## config.mk

```make
export PLATFORM = sky130hd
export DESIGN_NAME = context_spill_unit
export DESIGN_NICKNAME = d
export VERILOG_FILES = /design/src/rtl/context_spill_unit.sv
export SDC_FILE = /design/constraint.sdc
export NUM_CORES = 1
export LEC_CHECK = 0
export CORE_ASPECT_RATIO = 0.6
export CORE_UTILIZATION = 25
export DETAILED_ROUTE_END_ITERATION = 12
export GPL_ROUTABILITY_DRIVEN = 0
export PLACE_DENSITY = 0.52
export SYNTH_ARGS = -nofsm -noshare
export SYNTH_HDL_FRONTEND = slang
export SYNTH_SLANG_ARGS = --single-unit
```

## constraint.sdc

```tcl
create_clock -name clock -period 5.2 [get_ports clock]
set_input_delay 0.52 -clock clock [delete_from_list [all_inputs] [get_ports clock]]
set_output_delay 0.52 -clock clock [all_outputs]
set_load 0.01 [all_outputs]
```

## src/rtl/context_spill_unit.sv

```systemverilog
// Saves the four-register context (mary/shelley/comp/ra) to memory on kernel entry and
// reloads it through the register block's memval path on kernel exit.
module context_spill_unit #(
    parameter int unsigned WORD_STRIDE = 2
) (
    input  logic        clock,
    input  logic        reset,
    input  logic        save_req,
    input  logic        restore_req,
    input  logic [15:0] base_addr,
    input  logic [15:0] mary_in,
    input  logic [15:0] shelley_in,
    input  logic [15:0] comp_in,
    input  logic [15:0] ra_in,
    output logic [15:0] mem_addr,
    output logic [15:0] mem_wdata,
    output logic        mem_we,
    output logic        mem_re,
    input  logic [15:0] mem_rdata,
    input  logic        mem_ready,
    output logic [15:0] memval,
    output logic        mary_write,
    output logic        shelley_write,
    output logic        comp_write,
    output logic        ra_write,
    output logic        busy,
    output logic        done,
    output logic        in_kernel
);
    typedef enum logic [2:0] {IDLE, SAVE, RD, WB, DONE} state_t;

    localparam logic [15:0] STRIDE = 16'(WORD_STRIDE);

    state_t           state_reg, state_next;
    logic [1:0]       idx_reg, idx_next;
    logic [15:0]      base_reg, base_next;
    logic [15:0]      memval_reg, memval_next;
    logic             kernel_reg, kernel_next;
    logic             op_save_reg, op_save_next;
    logic             accept_save;
    logic [3:0][15:0] reg_vec;
    logic [3:0][15:0] snap_reg;
    logic [15:0]      word_addr;
    logic [3:0]       wr_vec;

    assign reg_vec   = {ra_in, comp_in, shelley_in, mary_in};
    // Address wraps naturally at 16 bits.
    assign word_addr = base_reg + STRIDE * 16'(idx_reg);

    always_ff @(posedge clock or negedge reset) begin
        if (!reset) begin
            state_reg   <= IDLE;
            idx_reg     <= 2'd0;
            base_reg    <= 16'd0;
            memval_reg  <= 16'd0;
            kernel_reg  <= 1'b0;
            op_save_reg <= 1'b0;
        end else begin
            state_reg   <= state_next;
            idx_reg     <= idx_next;
            base_reg    <= base_next;
            memval_reg  <= memval_next;
            kernel_reg  <= kernel_next;
            op_save_reg <= op_save_next;
        end
    end

    always_ff @(posedge clock or negedge reset) begin
        if (!reset) begin
            snap_reg <= '0;
        end else if (accept_save) begin
            snap_reg <= reg_vec;
        end
    end

    always_comb begin
        state_next   = state_reg;
        idx_next     = idx_reg;
        base_next    = base_reg;
        memval_next  = memval_reg;
        kernel_next  = kernel_reg;
        op_save_next = op_save_reg;
        accept_save  = 1'b0;
        mem_addr     = 16'd0;
        mem_wdata    = 16'd0;
        mem_we       = 1'b0;
        mem_re       = 1'b0;
        done         = 1'b0;

        case (state_reg)
            IDLE: begin
                // Save has priority; which one is legal depends on the kernel flag anyway.
                if (save_req && !kernel_reg) begin
                    accept_save  = 1'b1;
                    base_next    = base_addr;
                    idx_next     = 2'd0;
                    op_save_next = 1'b1;
                    state_next   = SAVE;
                end else if (restore_req && kernel_reg) begin
                    base_next    = base_addr;
                    idx_next     = 2'd0;
                    op_save_next = 1'b0;
                    state_next   = RD;
                end
            end
            SAVE: begin
                mem_we    = 1'b1;
                mem_addr  = word_addr;
                mem_wdata = snap_reg[idx_reg];
                if (mem_ready) begin
                    if (idx_reg == 2'd3) begin
                        state_next = DONE;
                    end else begin
                        idx_next = idx_reg + 2'd1;
                    end
                end
            end
            RD: begin
                mem_re   = 1'b1;
                mem_addr = word_addr;
                if (mem_ready) begin
                    memval_next = mem_rdata;
                    state_next  = WB;
                end
            end
            WB: begin
                if (idx_reg == 2'd3) begin
                    state_next = DONE;
                end else begin
                    idx_next   = idx_reg + 2'd1;
                    state_next = RD;
                end
            end
            DONE: begin
                done        = 1'b1;
                kernel_next = op_save_reg;
                state_next  = IDLE;
            end
            default: state_next = IDLE;
        endcase
    end

    genvar gi;
    generate
        for (gi = 0; gi < 4; gi++) begin : g_wr
            assign wr_vec[gi] = (state_reg == WB) && (idx_reg == 2'(gi));
        end
    endgenerate

    assign mary_write    = wr_vec[0];
    assign shelley_write = wr_vec[1];
    assign comp_write    = wr_vec[2];
    assign ra_write      = wr_vec[3];
    assign memval        = memval_reg;
    assign busy          = (state_reg != IDLE);
    assign in_kernel     = kernel_reg;

endmodule

```

After elaboration in Yosys (flattened, before gate mapping). Index checks and enable logic that the tools add are counted.

Register bits after elaboration: 103. Bits in latches: 0. Bits in writable memories: 0. Memory bits (read-only): 0. Output and inout port bits: 57. Word-level logic and storage cells: 66. Memories: 0.

Add/subtract/negate cells: 2. $mul: 0. Div/mod/pow operators: 0. Magnitude comparators: 1. Eq/ne operators: 11. Shifts and indexed selects: 0. Multiplexer cells: 25. Bitwise operators: 0. Reduce and logical (&&, ||, !) cells: 17.

Operator list (count): two-way mux 16 bit (5); binary-select mux 16 bit (select 2 bit) (1); two-way mux 3 bit (6); adder 16 x 3 -> 16 bit (1); one-hot mux 3 bit (4 select lines) (1); two-way mux 2 bit (4); two-way mux 1 bit (7); equality test 3 x 2 -> 1 bit (second input constant) (2); logical AND 1 bit (6); != test 2 bit (second input constant) (3); one-hot mux 2 bit (3 select lines) (1); nonzero test 3 bit (2); equality test 2 bit (second input constant) (2); AND reduction 2 bit (2); AND reduction 4 bit (1); equality test 3 x 1 -> 1 bit (second input constant) (1); equality test 3 bit (second input constant) (1); zero test 3 bit (1); less-than comparator 2 x 3 -> 1 bit (second input constant) (1); != test 3 bit (second input constant) (1); AND reduction 3 bit (1); adder 2 x 1 -> 2 bit (second input constant) (1); equality test 2 x 1 -> 1 bit (second input constant) (1); zero test 2 bit (1); other kinds (3) (3).

Longest topological paths before layout. Gate-level depths: netlist of run 1.

Word-level depth: 4. Mapped depth: 7. Mapped depth without buffers: 6.

Worst setup path before layout of run 1. Ideal clock, no wire load.

Path kind: flip-flop to output port. Start point: reg idx_reg[1]. End point: out mem_addr[11]. Arrival time: 2.433 ns. Data required time: 4.680 ns. Path slack: 2.247 ns. Stages on the path, launching flop included: 8. Path through: dfrtp_1 -> clkbuf_1 -> buf_2 -> inv_1 -> fa_1 -> nand4b_1 -> or4_1 -> a21oi_1.

Cells in the longest elaborated chain, start to end: 2.

RTL lines: from (decl) (RTL line 35) `logic [1:0] idx_reg, idx_next;`; from (signal assigned) (RTL line 60) `idx_reg <= idx_next;`; adder 16 x 3 -> 16 bit (RTL line 48) `assign word_addr = base_reg + STRIDE * 16'(idx_reg);`; two-way mux 16 bit (RTL line 90) `case (state_reg)`; to (decl) (RTL line 15) `output logic [15:0] mem_addr,`.

Every way passes these cells.

Worst setup path in the final report of run 1.
Start point: reg base_reg[1]. End point: out mem_addr[15].

Cells in the longest elaborated chain, start to end: 2.

RTL lines: from (decl) (RTL line 36) `logic [15:0] base_reg, base_next;`; from (signal assigned) (RTL line 61) `base_reg <= base_next;`; adder 16 x 3 -> 16 bit (RTL line 48); two-way mux 16 bit (RTL line 90).

Every way passes these cells.

==> results.sh, run 1 <==
export IMPL_status="finished, final reports clean"
export IMPL_end_kind="primary output"
export IMPL_netlist_area_sq_um=5024
export IMPL_num_rows=39
export IMPL_worstPathArrival_ns=2.94
export IMPL_antenna_left=0
export IMPL_ys_ff_latch=103
export IMPL_drc=0
export IMPL_hold_violations=0
export IMPL_finalCritPeriodShare_pct=66.55
export IMPL_path_buf_inv=2
export IMPL_layout_common_cells="clkdlybuf4s50_1 (156), dfrtp_1 (103), mux2_2 (98)"
export IMPL_cts_sinks=103
export IMPL_post_cts_resize_count=0
export IMPL_crit_path_max_incr_delay_ns=0.57
export IMPL_h_tree_depth=3
export IMPL_ys_types=40
export IMPL_die_area_sq_um=20680
export IMPL_postCtsSetupRepairBufs=0
export IMPL_crit_path_end="mem_addr[15]"
export IMPL_antenna_found_initial=2
export IMPL_peakVddDrop_v=0.0002071
export IMPL_root_buffer="clkbuf_16"
export IMPL_largest_reg_flops=64
export IMPL_worst_setup_path_start_kind="register"
export IMPL_grtUsageTotal_pct=13.23
export IMPL_grt_max_degree=68
export IMPL_vias=3452
export IMPL_rrSetupSlack_ns=2.46
export IMPL_path_class="reg2out"
export IMPL_cellPowerDensity_nw_per_um2=578.3
export IMPL_holdBufCountCts=0
export IMPL_wl_per_cell_microns=16.50
export IMPL_r2r_cells=4
export IMPL_viasPerCell=4.386
export IMPL_drive_gt1_share_pct=27.31
export IMPL_initial_core_util_pct=25.93
export IMPL_hp_class="in2async"
export IMPL_reg2reg_to="snap_reg[46]"
export IMPL_cts_buffers=9
export IMPL_startpoint="base_reg[1]"
export IMPL_cts_buffer_depth=2
export IMPL_worst_hold_slack_ns=0.2941
export IMPL_critical_path_required_ns=4.68
export IMPL_leakage_nw=2.872
export IMPL_clk_pin_slew_ns=0.07
export IMPL_r2r_start="state_reg[0]"
export IMPL_critPathTopFamily="simple AND/OR/NAND/NOR gates"
export IMPL_grt_overflow=0
export IMPL_min_period_ns=3.461
export IMPL_firstDrtPassIters=4
export IMPL_grt_setup_unrepaired="false"
export IMPL_grt_pass1_vias=3708
export IMPL_grt_pass1_wl_microns=20600
export IMPL_power_mw=4.114
export IMPL_cts_tree="built"
export IMPL_drt_iter0_drc=144
export IMPL_max_freq_mhz=289.0
export IMPL_syn2layout_area_growth_pct=41.62
export IMPL_nFillCells=1882
export IMPL_setup_viol=0
export IMPL_postSynthAreaPerCell_sq_um=13.92
export IMPL_ys_seq_area_share_pct=51.31
export IMPL_dp_hpwl_microns=9350
export IMPL_wirelength_microns=12990
export IMPL_crit_chain="ha_1 > inv_1 > fa_1 > nand4b_1 > nor4_1 > mux2i_1 > clkdlybuf4s50_1"
export IMPL_syn_nets=469
export IMPL_cp_max_fo=8
export IMPL_ys_warn_count=0
export IMPL_worst_pin_slew_ns=1.013
export IMPL_syn_inst=361
export IMPL_drv_cap=0
export IMPL_critical_path_slowest_cell="clkdlybuf4s50_1"
export IMPL_io_pins=158
export IMPL_nets=623
export IMPL_fin_ws_ns=1.739
export IMPL_die_w_microns=185.0
export IMPL_final_max_slew_viol_count=0
export IMPL_die_y_microns=111.8
export IMPL_numPortBuffers=157
export IMPL_skew_ns=0.01326
export IMPL_final_common_cell="clkdlybuf4s50_1"
export IMPL_maxSlewHeadroom_pct=32.48
export IMPL_clkLatencyLatePin_ns=0.35
export IMPL_crit_cells=7
export IMPL_tns_ns=0
export IMPL_place_ws_ns=2.074
export IMPL_core_area_sq_um=19370
export IMPL_post_route_util_pct=36.72
## cells in the mapped netlist (all sizes together)
cell | count | area (sq um)
nand4b | 1 | 8.760
fa | 1 | 20.02
o31ai | 4 | 30.03
a21oi | 9 | 45.04
nand2b | 4 | 25.02
o21ai | 3 | 15.01
nand3b | 6 | 45.04
a2bb2oi | 1 | 8.760
and3 | 21 | 131.4
mux4 | 16 | 360.4
o32ai | 1 | 8.760
nand4 | 3 | 18.77
nor2 | 12 | 55.06
xor2 | 3 | 33.79
nor2b | 2 | 12.51
o2bb2ai | 1 | 8.760
or3 | 3 | 18.77
inv | 11 | 41.29
nor3 | 2 | 21.27
dfrtp | 103 | 2577
nor4 | 4 | 25.02
mux2i | 6 | 60.06
mux2 | 98 | 1104
nand3 | 3 | 15.01
or4 | 4 | 30.03
a2111oi | 1 | 8.760
clkbuf | 7 | 26.28
ha | 6 | 75.07
nand2 | 7 | 28.78
nor3b | 2 | 15.01
buf | 12 | 115.1
or3b | 4 | 35.03
## kinds of logic after synthesis
group | count (synthesis) | synth area share, %
buf+inv | 30 | 3.636
simple gates | 78 | 9.664
flops | 103 | 51.31
compound gates | 20 | 2.491
fa+ha+maj | 7 | 1.893
xor+xnor | 3 | 0.6726
mux | 120 | 30.34
## where the power goes
group / internal [mW] / switching [mW]
sequential: 1.21 / 0.297
clock: 0.347 / 0.325
combinational: 1.17 / 0.770
total: 2.72 / 1.39
## layer usage
layer | part of all wire (%) | global-route usage, % | wire length, microns | vias up
met5 | 0.085 | 0 | 11 | -
met4 | 0.63 | 2.645 | 82 | 2
met3 | 8.4 | 5.397 | 1091 | 9
met2 | 42 | 19.07 | 5504 | 117
met1 | 48 | 18.50 | 6297 | 1682
li1 | - | - | - | 1642
## layout make-up
class                      count  area [sq um]  area share, %
timing repair buffer         162          1607          22.58
inverter                      11         41.29         0.5804
clock buffer                  10         239.0          3.359
sequential                   103          2577          36.23
antenna                        1         2.502        0.03517
tap                          266         332.8          4.678
multi-input combinational    228          2263          31.81
clock inverter                 6         51.30         0.7211
## per-stage QoR
stage / instances / area [sq um]
after global routing: 786 / 7112
after CTS: 786 / 7112
after floorplan: 361 / 5024
final: 787 / 7114
after global placement: 770 / 6822
after detailed placement: 770 / 6822
## worst min-delay path by stage
stage          slack (ns)          from            to
3_5_place_dp         0.49   snap_reg[3]   snap_reg[3]
2_1_floorplan        0.22         reset   base_reg[0]
3_3_place_gp         0.48  snap_reg[16]  snap_reg[16]
5_1_grt              0.36         reset     memval[2]
6_report             0.29         reset     memval[3]
4_1_cts              0.32         reset     memval[4]
No activity file was read; power rests on OpenSTA's default activity.
==> inputs of run 2 (changes only) <==
--- a/config.mk
+++ b/config.mk
@@ -9,7 +9,7 @@
 export CORE_UTILIZATION = 25
 export DETAILED_ROUTE_END_ITERATION = 12
 export GPL_ROUTABILITY_DRIVEN = 0
-export PLACE_DENSITY = 0.52
+export PLACE_DENSITY = 0.54
 export SYNTH_ARGS = -nofsm -noshare
 export SYNTH_HDL_FRONTEND = slang
 export SYNTH_SLANG_ARGS = --single-unit
==> constraint.sdc (replaced) <==
create_clock -name clock -period 2.8 [get_ports clock]
set_input_delay 0.28 -clock clock [delete_from_list [all_inputs] [get_ports clock]]
set_output_delay 0.28 -clock clock [all_outputs]
set_load 0.01 [all_outputs]
==> results.sh, run 2 (synthesis results as in run 1) <==
export IMPL_min_to="snap_reg[61]"
export IMPL_peakVddDrop_v=0.0003526
export IMPL_hold_violations=0
export IMPL_cts_buffers=9
export IMPL_nets=630
export IMPL_leakage_nw=2.954
export IMPL_r2r_start="state_reg[0]"
export IMPL_path_class="reg2out"
export IMPL_core_area_sq_um=19370
export IMPL_cp_max_fo=8
export IMPL_grtUsageTotal_pct=13.02
export IMPL_status="finished, final reports clean"
export IMPL_finalCritPeriodShare_pct=95.35
export IMPL_min_path_cells=1
export IMPL_num_rows=39
export IMPL_grt_pass1_vias=3699
export IMPL_syn2layout_area_growth_pct=43.41
export IMPL_firstDrtPassIters=4
export IMPL_worst_setup_path_start_kind="register"
export IMPL_antenna_left=0
export IMPL_root_buffer="clkbuf_16"
export IMPL_setup_viol=0
export IMPL_nFillCells=1890
export IMPL_final_common_cell="clkdlybuf4s50_1"
export IMPL_dp_hpwl_microns=9121
export IMPL_layout_common_cells="clkdlybuf4s50_1 (148), dfrtp_1 (102), mux2_2 (98)"
export IMPL_max_freq_mhz=374.6
export IMPL_min_period_ns=2.670
export IMPL_reg2reg_to="snap_reg[11]"
export IMPL_hp_start="snap_reg[61]"
export IMPL_drc=0
export IMPL_place_inst=776
export IMPL_critical_path_required_ns=2.52
export IMPL_numPortBuffers=157
export IMPL_design_area_sq_um=7204
export IMPL_postCtsSetupRepairBufs=0
export IMPL_grt_max_degree=104
export IMPL_grt_overflow=0
export IMPL_cts_sinks=103
export IMPL_initial_core_util_pct=25.93
export IMPL_num_antenna_cells=0
export IMPL_grt_pass1_wl_microns=20330
export IMPL_die_w_microns=185.0
export IMPL_vias=3546
export IMPL_placed_area_sq_um=6892
export IMPL_instances_no_fill=793
export IMPL_end_kind="primary output"
export IMPL_clk_pin_slew_ns=0.07
export IMPL_clkLatencyLatePin_ns=0.35
export IMPL_io_pins=158
export IMPL_drv_cap=0
export IMPL_h_tree_depth=3
export IMPL_die_y_microns=111.8
export IMPL_wirelength_microns=12880
export IMPL_rrSetupSlack_ns=0.76
export IMPL_cts_buffer_depth=2
export IMPL_maxSlewHeadroom_pct=62.10
export IMPL_skew_ns=0.009321
export IMPL_cts_tree="built"
export IMPL_power_mw=7.673
export IMPL_hp_class="reg2reg"
export IMPL_wl_per_cell_microns=16.24
export IMPL_worst_pin_slew_ns=0.5686
export IMPL_worstPathArrival_ns=2.39
export IMPL_drt_iter0_drc=150
export IMPL_cellPowerDensity_nw_per_um2=1065
export IMPL_viasPerCell=4.472
export IMPL_tns_ns=0
export IMPL_final_max_slew_viol_count=0
export IMPL_grt_setup_unrepaired="true"
export IMPL_antenna_found_initial=0
export IMPL_drive_gt1_share_pct=30.74
export IMPL_die_area_sq_um=20680
export IMPL_r2r_cells=5
export IMPL_largest_reg_flops=64
==> run 2: changes by cell type in the layout (fill, tap and decap cells not counted), moves of 2 or more <==
| cell | before | now |
|---|---|---|
| buf_4 | 6 | 10 |
| inv_6 | 3 | 5 |
| buf_12 | 0 | 2 |
| a21oi_1 | 9 | 6 |
| nor4_1 | 4 | 0 |
| a21oi_2 | 0 | 3 |
| clkdlybuf4s50_1 | 156 | 148 |
| clkbuf_2 | 0 | 4 |
| dlymetal6s2s_1 | 0 | 3 |
| nor4_2 | 0 | 4 |
==> run 2: critical path: stages, from the launching register on <==
cell,delay [ns]
dfrtp_1,0.36
ha_2,0.19
inv_1,0.05
fa_1,0.38
nand4b_1,0.18
buf_4,0.18
or4_1,0.42
a21oi_2,0.14
clkbuf_2,0.14
==> run 2: area by class of cell <==
class	count	area [sq um]	area share (%)
inverter	11	41.29	0.5731
multi-input combinational	228	2305	31.99
sequential	103	2579	35.79
timing repair buffer	169	1669	23.17
tap	266	332.8	4.620
clock inverter	6	48.80	0.6773
clock buffer	10	229.0	3.178
==> run 2: worst max-delay path by stage <==
| stage | from | end | slack [ns] |
|---|---|---|---|
| after floorplan | idx_reg[1] | mem_addr[11] | 0.09 |
| after global placement | idx_reg[0] | mem_addr[11] | 0.13 |
| after detailed placement | base_reg[1] | mem_addr[9] | 0.12 |
| after CTS | base_reg[1] | mem_addr[9] | -0.005 |
| after global routing | base_reg[1] | mem_addr[9] | -0.0002 |
| final | base_reg[1] | mem_addr[9] | 0.13 |
==> run 2: what timing repair did <==
item | CTS | global route
resized for setup | 11 | 18
endpoints found under the hold margin | 1 | 0
hold buffers | 1 | 0
pin swaps | 0 | 0
endpoints found under the setup margin | 11 | 10
==> run 2: routing by layer <==
| layer | GRT usage (%) | share of wire, % | vias up | wire (microns) |
|---|---|---|---|---|
| met1 | 18.65 | 49 | 1771 | 6337 |
| met4 | 3.140 | 0.82 | 0 | 105 |
| met3 | 4.711 | 7.8 | 9 | 1009 |
| li1 | - | - | 1648 | - |
| met5 | 0 | 0 | - | 0 |
| met2 | 18.47 | 42 | 118 | 5430 |
==> run 2: where the power goes <==
part | internal (mW) | switching, mW
Clock | 0.619 | 0.598
Combinational | 2.18 | 1.55
Sequential | 2.25 | 0.487
==> run 2: metrics by stage <==
step | hold WS, ns | setup slack (ns) | utilization, %
final | 0.5040 | 0.1301 | 37.19
after global routing | 0.5145 | -0.0001730 | 37.19
after CTS | 0.5068 | -0.005039 | 37.14
after detailed placement | 0.3909 | 0.1226 | 35.57
after global placement | 0.3851 | 0.1322 | 35.57
after floorplan | -0.01559 | 0.08656 | -
